--- src/rtl/seven_seg_scan_mux_pkg.sv ---
// Shared types and the leading-zero blanking rule for the seven-segment scanner.
package seg_pkg;
    localparam int DIGITS_DEFAULT = 4;
    localparam int MAX_DIGITS     = 8;

    typedef logic [3:0] nibble_t;

    // Callers zero-extend a narrower shadow, so the unused upper nibbles read as zero.
    function automatic logic digit_blank(input logic [4*MAX_DIGITS-1:0] shadow,
                                         input int k, input logic en);
        logic nz;
        nz = 1'b0;
        for (int i = 0; i < MAX_DIGITS; i++)
            if (i >= k && shadow[4*i +: 4] != 4'h0) nz = 1'b1;
        return en && (k != 0) && !nz;
    endfunction
endpackage

--- src/rtl/seven_seg_scan_mux_if.sv ---
// Value/strobe in, per-slot digit drive out, between the scanner and its neighbours.
interface seven_seg_scan_mux_if
    import seg_pkg::*;
#(
    parameter int NUM_DIGITS = DIGITS_DEFAULT
);
    localparam int IDX_W = (NUM_DIGITS > 1) ? $clog2(NUM_DIGITS) : 1;

    logic [4*NUM_DIGITS-1:0] value;
    logic                    value_valid;
    logic                    blank_lz;
    nibble_t                 nibble;
    logic [NUM_DIGITS-1:0]   an_n;
    logic [IDX_W-1:0]        digit_idx;
    logic                    frame_start;

    modport master (
        output value, value_valid, blank_lz,
        input  nibble, an_n, digit_idx, frame_start
    );

    modport slave (
        input  value, value_valid, blank_lz,
        output nibble, an_n, digit_idx, frame_start
    );
endinterface

--- src/rtl/seven_seg_scan_mux_clk_en_div.sv ---
// Free-running divider giving a one-cycle enable at OUT_HZ; also usable for the LFSR step rate.
module clk_en_div #(
    parameter int CLK_HZ = 100_000_000,
    parameter int OUT_HZ = 4_000
) (
    input  logic clk,
    input  logic rst_n,
    output logic tick
);
    localparam int DIV = CLK_HZ / OUT_HZ;
    localparam int CW  = (DIV > 1) ? $clog2(DIV) : 1;
    localparam logic [CW-1:0] LAST = CW'(DIV - 1);

    if (DIV < 2) begin : g_bad_div
        $error("clk_en_div: CLK_HZ/OUT_HZ must be at least 2");
    end
    if (CLK_HZ % OUT_HZ != 0) begin : g_bad_ratio
        $error("clk_en_div: CLK_HZ must be an integer multiple of OUT_HZ");
    end

    logic [CW-1:0] cnt;

    always_ff @(posedge clk or negedge rst_n) begin
        if (!rst_n) cnt <= '0;
        else        cnt <= (cnt == LAST) ? '0 : cnt + 1'b1;
    end

    assign tick = (cnt == LAST);
endmodule

--- src/rtl/seven_seg_scan_mux.sv ---
// Common-anode digit scanner: one nibble and one active-low anode per slot, with the
// displayed value swapped only at frame wrap so a frame never mixes two values.
module seven_seg_scan_mux
    import seg_pkg::*;
#(
    parameter int CLK_HZ     = 100_000_000,
    parameter int SLOT_HZ    = 4_000,
    parameter int NUM_DIGITS = DIGITS_DEFAULT
) (
    input  logic                clk,
    input  logic                rst_n,
    seven_seg_scan_mux_if.slave bus
);
    localparam int IDX_W = (NUM_DIGITS > 1) ? $clog2(NUM_DIGITS) : 1;
    localparam logic [IDX_W-1:0] LAST_IDX = IDX_W'(NUM_DIGITS - 1);

    if (NUM_DIGITS < 1 || NUM_DIGITS > MAX_DIGITS) begin : g_bad_digits
        $error("seven_seg_scan_mux: NUM_DIGITS must be 1..8");
    end

    logic tick;

    clk_en_div #(
        .CLK_HZ (CLK_HZ),
        .OUT_HZ (SLOT_HZ)
    ) u_slot_div (
        .clk   (clk),
        .rst_n (rst_n),
        .tick  (tick)
    );

    nibble_t [NUM_DIGITS-1:0] pending, shadow, shadow_next;
    logic    [IDX_W-1:0]      idx, k_next;
    logic                     wrap, blank;

    always_comb begin
        wrap        = tick && (idx == LAST_IDX);
        k_next      = (idx == LAST_IDX) ? '0 : idx + 1'b1;
        shadow_next = shadow;
        // A strobe landing on the wrap edge bypasses pending so it shows this frame.
        if (wrap) shadow_next = bus.value_valid ? bus.value : pending;
        blank = digit_blank(32'(shadow_next), int'(k_next), bus.blank_lz);
    end

    always_ff @(posedge clk or negedge rst_n) begin
        if (!rst_n) begin
            idx             <= LAST_IDX;
            pending         <= '0;
            shadow          <= '0;
            bus.nibble      <= '0;
            bus.an_n        <= '1;
            bus.frame_start <= 1'b0;
        end else begin
            if (bus.value_valid) pending <= bus.value;
            shadow          <= shadow_next;
            bus.frame_start <= 1'b0;
            if (tick) begin
                idx             <= k_next;
                bus.nibble      <= blank ? nibble_t'(0) : shadow_next[k_next];
                bus.an_n        <= blank ? '1 : ~(NUM_DIGITS'(1) << k_next);
                bus.frame_start <= (k_next == '0);
            end
        end
    end

    assign bus.digit_idx = idx;
endmodule

--- src/flat_wrapper.sv ---
// flat-port wrapper written by rule: the top's interface ports become plain ports
module seven_seg_scan_mux_flat import seg_pkg::*;
#(
    parameter int CLK_HZ     = 100_000_000,
    parameter int SLOT_HZ    = 4_000,
    parameter int NUM_DIGITS = DIGITS_DEFAULT
)
  (clk, rst_n, bus_value, bus_value_valid, bus_blank_lz, bus_nibble, bus_an_n, bus_digit_idx, bus_frame_start);
  seven_seg_scan_mux_if #(.NUM_DIGITS(NUM_DIGITS)) bus_i ();
  input  logic clk;
  input  logic rst_n;
  input wire logic [$bits(bus_i.value)-1:0] bus_value;
  input wire logic [$bits(bus_i.value_valid)-1:0] bus_value_valid;
  input wire logic [$bits(bus_i.blank_lz)-1:0] bus_blank_lz;
  output wire logic [$bits(bus_i.nibble)-1:0] bus_nibble;
  output wire logic [$bits(bus_i.an_n)-1:0] bus_an_n;
  output wire logic [$bits(bus_i.digit_idx)-1:0] bus_digit_idx;
  output wire logic [$bits(bus_i.frame_start)-1:0] bus_frame_start;
  assign bus_i.value = bus_value;
  assign bus_i.value_valid = bus_value_valid;
  assign bus_i.blank_lz = bus_blank_lz;
  assign bus_nibble = bus_i.nibble;
  assign bus_an_n = bus_i.an_n;
  assign bus_digit_idx = bus_i.digit_idx;
  assign bus_frame_start = bus_i.frame_start;
  seven_seg_scan_mux #(.CLK_HZ(CLK_HZ), .SLOT_HZ(SLOT_HZ), .NUM_DIGITS(NUM_DIGITS)) u_core (.clk(clk), .rst_n(rst_n), .bus(bus_i));
endmodule
--- config.mk ---
export PLATFORM = sky130hd
export DESIGN_NAME = seven_seg_scan_mux_flat
export DESIGN_NICKNAME = d
export VERILOG_FILES = /design/src/rtl/seven_seg_scan_mux_pkg.sv /design/src/rtl/seven_seg_scan_mux_if.sv /design/src/rtl/seven_seg_scan_mux_clk_en_div.sv /design/src/rtl/seven_seg_scan_mux.sv /design/src/flat_wrapper.sv
export SDC_FILE = /design/constraint.sdc
export NUM_CORES = 1
export LEC_CHECK = 0
export CAP_MARGIN = 10
export CORE_MARGIN = 5
export CORE_UTILIZATION = 25
export CTS_BUF_LIST = sky130_fd_sc_hd__clkbuf_4 sky130_fd_sc_hd__clkbuf_8
export CTS_CLUSTER_SIZE = 12
export DETAILED_ROUTE_END_ITERATION = 7
export PLACE_DENSITY = 0.46
export SLEW_MARGIN = 20
export SYNTH_ARGS = -nofsm -noshare
export SYNTH_HDL_FRONTEND = slang
export SYNTH_SLANG_ARGS = --single-unit
--- constraint.sdc ---
create_clock -name clk -period 2.5 [get_ports clk]
set_clock_uncertainty 0.1 [all_clocks]
set_input_delay 0.5 -clock clk [delete_from_list [all_inputs] [get_ports clk]]
set_output_delay 0.5 -clock clk [all_outputs]
set_load 0.05 [all_outputs]
; ---- Yosys cells after proc, flatten, opt, wreduce, memory -nomap -nowiden
; Cells that the tools add are included.
; Widths: inputs -> output; s select.
[totals]
in_bits = 20
wordCells = 49
ff_bits = 58
output_inout_bits = 11
[op_classes]
shifts = 1
add_sub_neg = 2
n_lt_le_gt_ge = 4
bitwise = 1
n_mux = 13
eq_ne = 2
reduce_logical = 13
[ops]
columns = cell, count
row1 = $mux 16, 2
row2 = $reduce_bool 4->1, 4
row3 = $add 15x1->15 const B, 1
row4 = $eq 15x15->1 const B, 1
row5 = $mux 15, 1
row6 = $mux 4, 3
row7 = $bmux 4 s2, 1
row8 = $logic_and 1x1->1, 6
row9 = $mux 1, 5
row10 = $ge 1x2->1 const A, 2
row11 = $not 4->4, 1
row12 = $shl 1x2->4 const A, 1
row13 = $lt 2x3->1 const B, 1
row14 = $add 2x1->2 const B, 1
row15 = $eq 2x2->1 const B, 1
row16 = $ge 2x2->1 const A, 1
row17 = $logic_not 2->1, 1
row18 = $mux 2, 1
row19 = $reduce_bool 2->1, 1
row20 = $logic_not 1->1, 1

; ---- Logic depth before layout (Yosys ltp)
[depth]
depth_word = 12
depth_mapped = 7
mapped_depth_nobuf = 6

; ---- By module
; A second synthesis with hierarchy kept.
[unflattened]
hier_cells = 209
area_unflattened_um2 = 2737.6
[by_module_without_submodules]
columns = module, seq_area_each_um2, cells_each, instances, area_per_inst_um2
row1 = seven_seg_scan_mux, 1083.5, 134, 1, 1953.1
row2 = clk_en_div, 375.4, 75, 1, 784.5

; ---- Worst setup path after synthesis
; No wires, ideal clock.
[synth_path]
path_kind = reg-to-reg
start = register u_core.idx[0] (netlist: u_core.bus.digit_idx[0])
end = register u_core.bus.nibble[0]
setup_ns = 0.123
arrival_time_ns = 2.128
path_stages_with_launch = 7
setup_slack_ns = 0.150
n_path_buf = 1
cell_sequence = dfstp_2 > inv_1 > ha_1 > clkbuf_1 > mux2_2 > o221ai_1 > o21ai_1
[synth_between]
elab_cells_between_ends = 26
[synth_rtl]
columns = element, line
row1 = "start, declared", seven_seg_scan_mux.sv:33  ; logic [IDX_W-1:0] idx, k_next;
row2 = "start signal, assigned", seven_seg_scan_mux.sv:58  ; idx <= k_next;
row3 = $add 2x1->2 or $eq 2x2->1 (tied branches), seven_seg_scan_mux.sv:38  ; k_next = (idx == LAST_IDX) ? '0 : idx + 1'b1;
row4 = $mux 2 (*), seven_seg_scan_mux.sv:38
row5 = named net u_core.k_next[1], seven_seg_scan_mux.sv:33
row6 = $ge 1x2->1, seven_seg_scan_mux_pkg.sv:14  ; if (i >= k && shadow[4*i +: 4] != 4'h0) nz = 1'b1;
row7 = $logic_and 1x1->1, seven_seg_scan_mux_pkg.sv:14
row8 = $mux 1 (4 in a row), seven_seg_scan_mux_pkg.sv:14
row9 = $logic_not 1->1, seven_seg_scan_mux_pkg.sv:15  ; return en && (k != 0) && !nz;
row10 = $logic_and 1x1->1, seven_seg_scan_mux_pkg.sv:15
row11 = $mux 4 (*), seven_seg_scan_mux.sv:59  ; bus.nibble <= blank ? nibble_t'(0) : shadow_next[k_next];
row12 = "end signal, assigned", seven_seg_scan_mux.sv:59
row13 = "end, declared", seven_seg_scan_mux_if.sv:24  ; output nibble, an_n, digit_idx, frame_start
; The timed path passes the listed nets; every way through them passes the cells marked *. The select of a mux whose other input is x is not followed.
; A chain may end at the register's enable or synchronous reset.

; ---- Final worst setup path
[layout_path]
start = register u_core.idx[0] (netlist: u_core.bus.digit_idx[0])
end = output port bus_digit_idx[0]
[layout_rtl]
columns = element, line
row1 = "end, declared", flat_wrapper.sv:17  ; output wire logic [$bits(bus_i.digit_idx)-1:0] bus_digit_idx;
; No word-level cell between the ends.

==> qor.csv <==
metric;value;unit
clock.fmax;0.426;GHz
synth_top_area_share;47.1;%
cts_buffers;9;
path_delay_family;buffers and inverters;
grt-ovfl-total;0;
place.gp.congestion;0.759;
root_buffer;clkbuf_8;
required;1900;ps
start_util;25.5;%
min_period_over_period;93.8;%
antenna_found_initial;0;
h-tree-depth;3;
clk_latency;340;ps
cp-end-kind;output port;
regToRegEndpoint;u_core.shadow[5];
grt_pass1_vias;1918;
io_buffers;30;
fin_cells;397;
fin_setup_tns;0;ps
setup_violations;0;
finalPower;1.91;mW
path_cells;clkdlybuf4s50_1;
clkSinkCount;58;
synth_edf_count;0;
yosysSeqAreaShare;52.9;%
worstPathMaxFanout;6;
grt_usage;9.82;%
rows;38;
drc;0;
status;finished clean;
worstMarginPinSlew;595;ps
min_period;2350;ps
diodes;0;
synth.distinct_cells;36;
slew_viol_final;0;
syn_inst;213;
place_inst;381;
cts_resized;0;
die_height;115;um
wl;5850;um
n_fill_cell;1118;
dpl_cell_area;3260;um^2
reg2reg_from;u_core.u_slot_div.cnt[4];
r2r_cells;3;
dieArea;13200;um^2
grt_max_degree;30;
multiInputGateArea;1220;um^2
hold_violations;0;
synth_top_flop_cell;dfrtp_1;
wl_per_cell;14.7;um
max-vdd-ir-drop;0.000169;V
design_area;3430;um^2
area_delta_synth_final;24.3;%
postSynth.asyncResetShare;100;%
min_path_type;in -> async;
dp_hpwl;4160;um
grt_pass1_wl;10000;um
worst-setup-path-type;reg -> out;
leakagePower;1.47;nW
pwr_density_cell;558;nW/um^2
r2r_slack;190;ps
vias;1761;
vias_per_cell;4.44;
clkSlewWorstSetupHoldPaths;70;ps
synth.ff_latch_count;58;
cap_violations;0;
yosys.area.top_type;dfrtp_1;
rsz0062_at_grt;false;
clk_path_buf_depth;2;
crit_path_start_kind;register;
cts_setup_buffers;0;
utilization;31.6;%
io_pins;31;
slew_headroom;60.3;%
mappedNetlistArea;2760;um^2
tritoncts;done;
syn_area_per_cell;13.0;um^2
drt_iter0_drc;101;
die_w;115;um
drive_gt1_share;30.4;%
core-area;10800;um^2
postCtsHoldBufs;0;
synth_fp_nets;238;
final_nets;277;
synth_area_leaders;dfrtp_1 47%, mux2_2 9.4%, mux2_4 8.7%;
cp_slowest_cell;clkdlybuf4s50_1;
synth_warnings;0;
slowest_delay;820;ps
drtPass1Iterations;4;
worstPathArrival;1750;ps
seq_area;1460;um^2
postRouteAntennaNets;0;
critPathBufInv;1;
-- cell usage after synthesis, types with 2 or more instances --
cell type / instances
xor2_1: 7
dfstp_2: 6
o21ai_0: 5
mux2_4: 16
a21oi_1: 7
nor3_1: 3
or4_4: 2
a31oi_1: 3
nand3_1: 6
nand4_1: 2
or3_1: 3
or4_1: 2
o221ai_1: 4
mux4_2: 4
buf_6: 3
nand2_1: 12
ha_1: 5
a22oi_1: 3
nor2_1: 12
mux2_2: 23
nor4_1: 3
or2_2: 2
inv_1: 7
dfrtp_1: 52
clkbuf_1: 4
xnor2_1: 3
mux2i_1: 5
-- registers in the layout (all words and copies together) (netlist names) --
signal,count
u_core.bus.nibble,4
u_core.bus.frame_start,1
u_core.bus.an_n,4
u_core.u_slot_div.cnt,15
u_core.bus.digit_idx,2
u_core.pending,16
u_core.shadow,16
-- where the power goes --
part	total (mW)	internal [mW]	switching, mW	leakage, nW
clock network	0.771	0.372	0.399	0.0861
registers	0.996	0.977	0.0188	0.700
logic	0.147	0.0903	0.0567	0.688
-- metrics by stage --
stage	hold slack, ps	setup WS, ps
floorplan	104	150
global placement	379	210
detailed placement	384	181
CTS	75.2	116
global route	88.5	93.5
finish	71.8	154
-- routing by layer --
layer	global-route usage [%]	wire length [um]
met1	13.3	2940
met2	14.5	2610
met3	3.89	228
met4	2.82	61
met5	0	0
-- cell type report --
type	instances	share of cell area, %
clock buffers	10	3.83
inverters	7	0.766
well taps	140	5.11
repair buffers	37	10.9
multi-input cells	139	35.7
flip-flops and latches	58	42.5
clock inverters	6	1.24
-- worst max-delay path by stage --
stage	startpoint	endpoint	slack, ps	cells past startpoint
floorplan	u_core.bus.digit_idx[0]	u_core.bus.nibble[0]	150	6
global placement	u_core.u_slot_div.cnt[4]	u_core.shadow[2]	210	3
detailed placement	u_core.u_slot_div.cnt[4]	u_core.shadow[12]	180	3
CTS	u_core.bus.digit_idx[0]	bus_digit_idx[0]	120	1
global route	u_core.bus.digit_idx[0]	bus_digit_idx[0]	90	1
finish	u_core.bus.digit_idx[0]	bus_digit_idx[0]	150	1
-- logic make-up (layout without fill, tap and decap cells) --
family,after synthesis,in the layout,share of synthesized area (%)
fa+ha+maj,5,5,2.27
simple gates,51,51,9.79
mux,48,48,23.2
compound gates,25,25,5.71
buf+inv,16,60,3.04
xor+xnor,10,10,3.17
flops,58,58,52.9
-- cell usage in the layout (no fill, tap or decap), types with 4 or more instances in the layout --
master           instances
a21oi_1                  7
buf_4                    5
clkbuf_8                 9
clkdlybuf4s50_1         29
dfrtp_1                 52
dfstp_2                  6
ha_1                     5
inv_1                    7
mux2_2                  23
mux2_4                  16
mux2i_1                  5
mux4_2                   4
nand2_1                 12
nand3_1                  6
nor2_1                  12
o21ai_0                  5
o221ai_1                 4
xor2_1                   7
(Power assumes the default switching activity.)
